$ cat config.mk
export PLATFORM = sky130hd
export DESIGN_NAME = mac_array_ctrl
export DESIGN_NICKNAME = d
export VERILOG_FILES = /design/src/rtl/mac_pkg.sv /design/src/rtl/mac_array_ctrl_wavefront.sv /design/src/rtl/mac_array_ctrl.sv
export SDC_FILE = /design/constraint.sdc
export NUM_CORES = 1
export LEC_CHECK = 0
export BUFFER_PORTS_ARGS = -buffer_cell sky130_fd_sc_hd__buf_2
export CORE_MARGIN = 2
export CORE_UTILIZATION = 40
export CTS_BUF_LIST = sky130_fd_sc_hd__clkbuf_4
export CTS_CLUSTER_DIAMETER = 60
export DETAILED_ROUTE_END_ITERATION = 6
export PLACE_DENSITY = 0.8
export SLEW_MARGIN = 30
export SYNTH_ARGS = -nofsm -noshare
export SYNTH_HDL_FRONTEND = slang
export SYNTH_HIERARCHICAL = 1
export SYNTH_SLANG_ARGS = --single-unit
$ cat constraint.sdc
create_clock -name clk -period 9.78 [get_ports clk]
set_input_delay 1.956 -clock clk [delete_from_list [all_inputs] [get_ports clk]]
set_output_delay 1.956 -clock clk [all_outputs]
set_load 0.005 [all_outputs]
$ cat src/rtl/mac_pkg.sv
// Shared types and constants for the 2x2 MAC array job sequencer.
// Holds FSM states, job modes and the wavefront tap table.
package mac_pkg;

   typedef enum logic [2:0] {
      IDLE,
      LOAD_W,
      CLEAR,
      STREAM,
      DRAIN,
      RESULT
   } state_e;

   localparam logic MODE_STREAM = 1'b0;
   localparam logic MODE_CHAIN  = 1'b1;

   // Per-MAC tap into the wavefront register (tap n = delay n+1).
   // STREAM ring 0->1->3->2: delays 1,2,4,3 for MACs 0..3.
   localparam logic [3:0][1:0] WF_TAP_STREAM =
      {2'd2, 2'd3, 2'd1, 2'd0};
   // CHAIN: MAC0 at d1, MAC1/MAC2 at d2, MAC3 at d3.
   localparam logic [3:0][1:0] WF_TAP_CHAIN =
      {2'd2, 2'd1, 2'd1, 2'd0};

endpackage

$ cat src/rtl/mac_array_ctrl_wavefront.sv
// Beat wavefront: 4-deep shift of accepted beats, mapped per mode
// onto the valid_in_0 (STREAM) or valid_in_1 (CHAIN) vectors.
module mac_wavefront
   import mac_pkg::*;
(
   input  logic       clk,
   input  logic       rst,
   input  logic       mode_i,
   input  logic       fire_i,
   output logic [3:0] vin0_o,
   output logic [3:0] vin1_o,
   output logic       empty_o
);

   logic [3:0] wf_q;
   logic [3:0] wf_d;

   assign wf_d    = {wf_q[2:0], fire_i};
   assign empty_o = ~|wf_q;

   // Shift one accepted-beat marker per cycle; bubbles shift as zeros
   always_ff @(posedge clk or posedge rst) begin
      if (rst) wf_q <= '0;
      else     wf_q <= wf_d;
   end

   // Route each MAC's delay tap to the valid vector of the active mode
   always_comb begin
      vin0_o = '0;
      vin1_o = '0;
      for (int i = 0; i < 4; i++) begin
         if (mode_i == MODE_CHAIN)
            vin1_o[i] = wf_q[WF_TAP_CHAIN[i]];
         else
            vin0_o[i] = wf_q[WF_TAP_STREAM[i]];
      end
   end

endmodule

$ cat src/rtl/mac_array_ctrl.sv
// Job sequencer for the 2x2 mac_array: weight load, clear,
// activation streaming with valid wavefronts, result gather.
module mac_array_ctrl
   import mac_pkg::*;
#(
   parameter int W        = 8,
   parameter int ACC_W    = 16,
   parameter int N_MACS   = 4,
   parameter int K_W      = 8,
   parameter int DRAIN_TO = 16
) (
   input  logic                  clk,
   input  logic                  rst,
   input  logic                  job_valid,
   output logic                  job_ready,
   input  logic                  job_mode,
   input  logic [K_W-1:0]        job_k,
   input  logic                  w_valid,
   output logic                  w_ready,
   input  logic [W-1:0]          w_data,
   input  logic                  act_valid,
   output logic                  act_ready,
   input  logic [W-1:0]          act_data,
   output logic                  res_valid,
   input  logic                  res_ready,
   output logic [4*ACC_W-1:0]    res_data,
   output logic                  res_err,
   output logic [W-1:0]          arr_a_in,
   output logic [W-1:0]          arr_w0,
   output logic [W-1:0]          arr_w1,
   output logic [W-1:0]          arr_w2,
   output logic [W-1:0]          arr_w3,
   output logic [N_MACS-1:0]     arr_vin0,
   output logic [N_MACS-1:0]     arr_vin1,
   output logic [N_MACS-1:0]     arr_vin2,
   output logic [N_MACS-1:0]     arr_clear,
   input  logic [N_MACS-1:0]     arr_vout,
   input  logic [ACC_W-1:0]      arr_acc0,
   input  logic [ACC_W-1:0]      arr_acc1,
   input  logic [ACC_W-1:0]      arr_acc2,
   input  logic [ACC_W-1:0]      arr_acc3,
   output logic                  busy
);

   if (N_MACS != 4) begin : g_bad_n_macs
      $error("mac_array_ctrl: N_MACS must be 4");
   end

   localparam int DCW = $clog2(DRAIN_TO + 1);

   state_e           state_q, state_d;
   logic             mode_q;
   logic [K_W-1:0]   beats_q;
   logic [1:0]       wcnt_q;
   logic [W-1:0]     w0_q, w1_q, w2_q, w3_q;
   logic [W-1:0]     a_q;
   logic [3:0]       seen_q;
   logic [DCW-1:0]   dcnt_q;
   logic [ACC_W-1:0] acc0_q, acc1_q, acc2_q, acc3_q;
   logic             err_q;

   logic             job_fire, w_fire, act_fire, res_fire;
   logic             capture, wf_empty;
   logic             drain_done, drain_to;
   logic [3:0]       vin0_w, vin1_w;

   assign job_fire = job_valid & job_ready;
   assign w_fire   = w_valid & w_ready;
   assign act_fire = act_valid & act_ready;
   assign res_fire = res_valid & res_ready;

   assign capture    = (state_q == STREAM) || (state_q == DRAIN);
   assign drain_done = (&(seen_q | arr_vout)) && wf_empty;
   assign drain_to   = dcnt_q == DCW'(DRAIN_TO - 1);

   mac_wavefront u_wf (
      .clk     (clk),
      .rst     (rst),
      .mode_i  (mode_q),
      .fire_i  (act_fire),
      .vin0_o  (vin0_w),
      .vin1_o  (vin1_w),
      .empty_o (wf_empty)
   );

   assign arr_vin0 = vin0_w;
   assign arr_vin1 = vin1_w;
   assign arr_vin2 = '0;
   assign arr_a_in = a_q;
   assign arr_w0   = w0_q;
   assign arr_w1   = w1_q;
   assign arr_w2   = w2_q;
   assign arr_w3   = w3_q;
   assign res_data = {acc3_q, acc2_q, acc1_q, acc0_q};
   assign res_err  = err_q;

   // FSM state register
   always_ff @(posedge clk or posedge rst) begin
      if (rst) state_q <= IDLE;
      else     state_q <= state_d;
   end

   // FSM next-state logic
   always_comb begin
      state_d = state_q;
      unique case (state_q)
         IDLE:
            if (job_fire) state_d = LOAD_W;
         LOAD_W:
            if (w_fire && wcnt_q == 2'd3) state_d = CLEAR;
         CLEAR:
            state_d = STREAM;
         STREAM:
            if (beats_q == '0 ||
                (act_fire && beats_q == K_W'(1)))
               state_d = DRAIN;
         DRAIN:
            if (drain_done || drain_to) state_d = RESULT;
         RESULT:
            if (res_fire) state_d = IDLE;
         default:
            state_d = IDLE;
      endcase
   end

   // FSM outputs decoded from the current state
   always_comb begin
      job_ready = state_q == IDLE;
      w_ready   = state_q == LOAD_W;
      act_ready = (state_q == STREAM) && (beats_q != '0);
      arr_clear = (state_q == CLEAR) ? '1 : '0;
      res_valid = state_q == RESULT;
      busy      = state_q != IDLE;
   end

   // Job mode and remaining-beat counter
   always_ff @(posedge clk or posedge rst) begin
      if (rst) begin
         mode_q  <= MODE_STREAM;
         beats_q <= '0;
      end else if (job_fire) begin
         mode_q  <= job_mode;
         beats_q <= job_k;
      end else if (act_fire) begin
         beats_q <= beats_q - K_W'(1);
      end
   end

   // Weight load: beat n goes to w_n, held until the next job's load
   always_ff @(posedge clk or posedge rst) begin
      if (rst) begin
         wcnt_q <= '0;
         w0_q   <= '0;
         w1_q   <= '0;
         w2_q   <= '0;
         w3_q   <= '0;
      end else if (w_fire) begin
         wcnt_q <= wcnt_q + 2'd1;
         unique case (wcnt_q)
            2'd0: w0_q <= w_data;
            2'd1: w1_q <= w_data;
            2'd2: w2_q <= w_data;
            default: w3_q <= w_data;
         endcase
      end
   end

   // Activation register feeding a_in one cycle after accept
   always_ff @(posedge clk or posedge rst) begin
      if (rst)           a_q <= '0;
      else if (act_fire) a_q <= act_data;
   end

   // Completion tracking: seen mask and drain cycle counter
   always_ff @(posedge clk or posedge rst) begin
      if (rst) begin
         seen_q <= '0;
         dcnt_q <= '0;
      end else if (state_q == CLEAR) begin
         seen_q <= (beats_q == '0) ? 4'hF : 4'h0;
         dcnt_q <= '0;
      end else if (capture) begin
         seen_q <= seen_q | arr_vout;
         if (state_q == DRAIN) dcnt_q <= dcnt_q + DCW'(1);
      end
   end

   // Result gather: latch each acc on its valid_out, last one wins
   always_ff @(posedge clk or posedge rst) begin
      if (rst) begin
         acc0_q <= '0;
         acc1_q <= '0;
         acc2_q <= '0;
         acc3_q <= '0;
         err_q  <= 1'b0;
      end else if (state_q == CLEAR || res_fire) begin
         acc0_q <= '0;
         acc1_q <= '0;
         acc2_q <= '0;
         acc3_q <= '0;
         err_q  <= 1'b0;
      end else if (capture) begin
         if (arr_vout[0]) acc0_q <= arr_acc0;
         if (arr_vout[1]) acc1_q <= arr_acc1;
         if (arr_vout[2]) acc2_q <= arr_acc2;
         if (arr_vout[3]) acc3_q <= arr_acc3;
         if (state_q == DRAIN && drain_to && !drain_done)
            err_q <= 1'b1;
      end
   end

endmodule

==> results.toml, run 1 <==
[flow_run]
timing.max_cap.violations = 0

[finish]
drive_gt1_frac = 0.458
fin_cells = 847
fin_util = 0.514
syn2layout_area_growth_pct = 27.0
final_nets = 762
final_area_mm2 = 0.00706

[sta]
setup_tns_ns = 0
tightestPinTransition_ns = 0.741
slew_violations = 0
relSlewSlack = 0.506
max_freq_mhz = 244
fin_crit_sh = 0.419
rsz0062_at_grt = "no"
fin_worst_skew_ns = 0.0106
fin_crit_ns = 4.10
hold_violations = 0
setup_violations = 0

[power]
p_leak_nw = 3.64
vdd_drop_max_uv = 142
power_density_mw_per_mm2 = 305

[outcome]
status = "finished, final reports clean"

[clock_tree]
postCtsSetupRepairBufs = 0
cts_hold_buf = 0
clkTransAtPathRegs_ns = 0.11
worstSkewPairLatency_ns = 0.52
clk_path_buf_depth = 2
cts_buffers = 17
clkSinkCount = 132
cts_tree = "built"
root_buffer = "clkbuf_4"
cts_resized = 0
htreeDepth = 4

[critical_path]
reg2reg_depth = 7
cp.arrival_ns = 2.14
cp-start-kind = "register"
worstSetupEndpointType = "output pin"
cp.required_ns = 7.82
crit_type = "reg2out"
crit_path_max_fanout = 5

[drt]
firstDrtPassIters = 4
vias = 4222
wl_per_cell_um = 14.9
drt_wl_total_mm = 12.6
drt_iter0_markers = 231
drt.antenna.violating_nets = 0
avgViaCountPerCell = 4.98
drc_errors = 0

[placed_design]
place.port_buffers = 220
placement.cell_area_mm2 = 0.00672
routabilityCongestion = 0.797
dpl.cell_count = 815
place_hpwl_mm = 9.16

[yosys]
seq_area_frac_synth = 0.594
synth_edf_count = 0
synthFlopType = "dfrtp_1"
synth.avg_cell_area_um2 = 12.7
synth_cell_type_count = 53
synth_seq_cells = 132
syn_area_mm2 = 0.00556
async_flop_share = 1.00
syn_inst = 437
ys_warn_count = 6

[die]
row_count = 43
die_y_um = 122
die_x_um = 122
coreArea_mm2 = 0.0137
io_pins = 225
initial_utilization = 0.405
die-area_mm2 = 0.0148

[global_route]
first_global_vias = 4070
grt_pass1_wl_mm = 19.9
antenna_found_initial = 1
grt_overflow = 0
grtUsageTotal = 0.174
grt_start_max_net_pins = 86

[worst_hold_path]
hold_class = "reg2reg"
min_path_cells = 0
cell families after synthesis:
family                     synth area share
xor gates and xnor gates            0.00315
AOI/OAI and AO/OA                     0.166
other                              0.000675
muxes                                0.0649
adders and majority gates            0.0203
and+or+nand+nor                       0.109
DFF                                   0.594
buffers and inverters                0.0417
per-layer routing:
metal | vias to the layer above | GRT usage | routed length (um)
met5 | - | 0 | 0
met3 | 15 | 0.0609 | 904
met2 | 167 | 0.281 | 6000
met4 | 0 | 0.0524 | 155
li1 | 2016 | - | -
met1 | 2024 | 0.222 | 5560
sequential cells by signal, indices dropped and copies added, names as in the netlist:
signal,cells
acc0_q,16
acc1_q,16
acc2_q,16
acc3_q,16
arr_a_in,8
arr_w0,8
arr_w1,8
arr_w2,8
arr_w3,8
beats_q,8
dcnt_q,5
mode_q,1
res_err,1
seen_q,4
state_q,3
u_wf/wf_q,4
wcnt_q,2
synth_stat cells (all sizes together), types with 3 or more instances:
cell / n / area share
nand2b: 5 / 0.0056
a221oi: 3 / 0.0047
nor3b: 3 / 0.0041
ha: 9 / 0.020
buf: 25 / 0.034
nand3: 8 / 0.0072
dfrtp: 132 / 0.59
or3b: 3 / 0.0047
mux2: 32 / 0.065
o211ai: 3 / 0.0041
inv: 11 / 0.0074
and2: 5 / 0.0059
a21oi: 9 / 0.0081
nand2: 46 / 0.033
nor2: 21 / 0.020
a21boi: 4 / 0.014
a22o: 65 / 0.10
nor3: 8 / 0.0072
a211oi: 3 / 0.0041
nor2b: 4 / 0.0045
o21ai: 12 / 0.013
worst paths after layout:
check                        startpoint           end  slack [ns]
min reg2reg                u_wf/wf_q[1]  u_wf/wf_q[2]        0.43
max in group asynchronous           rst     arr_w0[1]        7.19
max                          beats_q[0]     act_ready        5.68
min in group asynchronous           rst  u_wf/wf_q[2]        1.32
min                        u_wf/wf_q[1]  u_wf/wf_q[2]        0.43
max reg2reg                  beats_q[0]    beats_q[2]        7.39
layout make-up:
cell class / instances / area, um^2
clock buffers: 17 / 128
clock inverters: 14 / 209
inverters: 11 / 43.8
well taps: 180 / 225
repair buffers: 221 / 1110
fillers: 1261 / 6660
multi-input cells: 271 / 2030
diodes: 1 / 2.50
flip-flops and latches: 132 / 3300
critical path: stages (launching register included):
cell and delay (ns):
dfrtp_1 0.44, inv_1 0.14, ha_1 0.18, or3b_2 0.51, nor2_1 0.16, nor2_1 0.05
buf_2 0.14
layout by cell type (no fill, tap or decap), types with 2 or more instances in the layout:
cell	Yosys	final
a22o_1	65	65
mux2_2	32	32
and2_1	4	4
or3_1	2	2
nor2b_1	4	4
o21ai_0	11	11
clkinv_1	0	3
buf_2	5	220
dfrtp_1	132	132
conb_1	1	4
a21boi_4	4	4
inv_2	2	2
nand4_1	2	2
nand2b_1	5	5
o311ai_0	2	2
nor2_4	4	4
clkinv_4	0	2
a221oi_1	3	3
nor3b_1	3	3
nor2_1	17	17
a21oi_1	9	9
nand3_1	8	8
nand2_1	42	42
o211ai_1	3	3
ha_1	9	9
a211oi_1	3	3
inv_6	0	2
or3b_2	2	2
inv_1	9	8
bufinv_16	0	5
nor3_1	8	8
clkbuf_4	0	17
nand2_2	4	4
report_power, final:
group	switching, mW	internal (mW)	leakage, nW
Sequential	0.153	0.784	1.64
Combinational	0.388	0.401	1.83
Clock	0.199	0.227	0.175
metrics by stage:
stage | total power [mW] | hold slack [ns] | setup WS (ns)
floorplan | 1.43 | 0.397 | 4.41
global placement | 1.72 | 0.417 | 6.19
detailed placement | 1.74 | 0.418 | 6.23
CTS | 2.18 | 0.442 | 5.62
global route | 2.32 | 0.469 | 5.51
finish | 2.15 | 0.434 | 5.68
(Power assumes the default switching activity.)
==> run 2: changes to the inputs <==
- clock period: 9.78 -> 3.8 ns (I/O delays scaled with it)
==> run 2 against run 1 <==
  * Routed wire length up 4.2%
  * Via count grew 1.2%
  * Highest routed layer is now met5
  * Critical endpoint unchanged
  * Clock skew rose by 0.0053 ns
  * Die area unchanged
  * Sequential power grew to 2.6 times the previous value
  * Clock-buffer cell count rose by 1
==> results.toml, run 2 (same netlist as run 1, synthesis figures left out) <==
[sta]
rsz0062_at_grt = "no"
fin_worst_skew_ns = 0.0159
fin_crit_ns = 2.96
tightestPinTransition_ns = 0.666
fin_crit_sh = 0.778
slew_violations = 0
relSlewSlack = 0.556
setup_tns_ns = 0
max_freq_mhz = 338
setup_violations = 0
hold_violations = 0

[die]
io_pins = 225
die-area_mm2 = 0.0148
coreArea_mm2 = 0.0137
die_x_um = 122
initial_utilization = 0.405
die_y_um = 122
row_count = 43

[placed_design]
place_hpwl_mm = 9.45
routabilityCongestion = 0.824
place.port_buffers = 220

[worst_hold_path]
hold_class = "in2async"

[flow_run]
timing.max_cap.violations = 0

[clock_tree]
worstSkewPairLatency_ns = 0.55
cts_buffers = 17
cts_hold_buf = 0
clk_path_buf_depth = 2
clkTransAtPathRegs_ns = 0.12
clkSinkCount = 132
root_buffer = "clkbuf_4"
cts_tree = "built"
htreeDepth = 4
cts_resized = 0
postCtsSetupRepairBufs = 0

[critical_path]
cp-start-kind = "register"
worstSetupEndpointType = "output pin"
crit_type = "reg2out"
cp.required_ns = 3.04
cp.arrival_ns = 2.20
crit_path_max_fanout = 5

[finish]
fin_util = 0.514
final_nets = 763
drive_gt1_frac = 0.461
regArea_mm2 = 0.00330
num-fill-cells = 1237
antenna_cells = 0
syn2layout_area_growth_pct = 26.8
multiInputGateArea_mm2 = 0.00203
final_cell_mix = "buf_2 (220), dfrtp_1 (132), a22o_1 (65)"
layout_commonest_cell = "buf_2"

[global_route]
grt_pass1_wl_mm = 20.3
antenna_found_initial = 1
grt_start_max_net_pins = 77
gr-usage-met3 = 0.0679
use_met1 = 0.229
grt_overflow = 0
busiest_layer = "met2"
first_global_vias = 3996
grtUsageTotal = 0.179
use_met2 = 0.278

[power]
p_leak_nw = 3.63
vdd_drop_max_uv = 391
p_total_mw = 5.49
power_density_mw_per_mm2 = 778

[drt]
firstDrtPassIters = 4
wl_per_cell_um = 15.5
drt.antenna.violating_nets = 0
vias = 4273
drt_wl_total_mm = 13.1
avgViaCountPerCell = 5.04
drt_iter0_markers = 212
drc_errors = 0

[outcome]
status = "finished, final reports clean"
## run 2: worst paths after layout
check,start,end,slack (ns),cells past startpoint
max,beats_q[0],act_ready,0.84,6
min,rst,u_wf/wf_q[2],0.10,2
max reg2reg,beats_q[0],beats_q[2],1.41,7
min reg2reg,u_wf/wf_q[1],u_wf/wf_q[2],0.44,0
max in group asynchronous,rst,arr_w3[2],2.92,3
min in group clk,act_data[1],arr_a_in[1],0.39,3
## run 2: cell type report
cell class,instances,area share
Clock inverter,14,0.0265
Sequential cell,132,0.469
Inverter,11,0.00639
Timing Repair Buffer,222,0.159
Multi-Input combinational cell,271,0.288
Tap cell,180,0.0320
Clock buffer,18,0.0192
## run 2: per-layer routing
| metal | vias up | wire [um] | part of all wire |
|---|---|---|---|
| met5 | - | 13 | 0.00099 |
| met4 | 2 | 236 | 0.018 |
| met2 | 174 | 6090 | 0.46 |
| li1 | 2022 | - | - |
| met1 | 2052 | 5800 | 0.44 |
| met3 | 23 | 1000 | 0.076 |
## run 2: through the flow
stage | hold WS (ns) | cell area, um^2 | setup slack (ns) | std cells
floorplan | 0.397 | 5570 | 1.46 | 440
global placement | 0.415 | 6720 | 1.50 | 816
detailed placement | 0.430 | 6720 | 1.42 | 816
CTS | 0.0486 | 7040 | 0.777 | 848
global route | 0.0528 | 7050 | 0.647 | 848
finish | 0.105 | 7050 | 0.842 | 848
## run 2: worst max-delay path: stages, from the launching register on
cell and delay, ns:
dfrtp_1 0.45, inv_1 0.14, ha_1 0.18, or3b_2 0.51, nor2_1 0.17, nor2_1 0.06, buf_2 0.14
## run 2: power breakdown
| group | internal (mW) | switching [mW] | total [mW] |
|---|---|---|---|
| logic | 1.03 | 0.991 | 2.02 |
| registers | 2.02 | 0.407 | 2.42 |
| clock network | 0.524 | 0.515 | 1.04 |
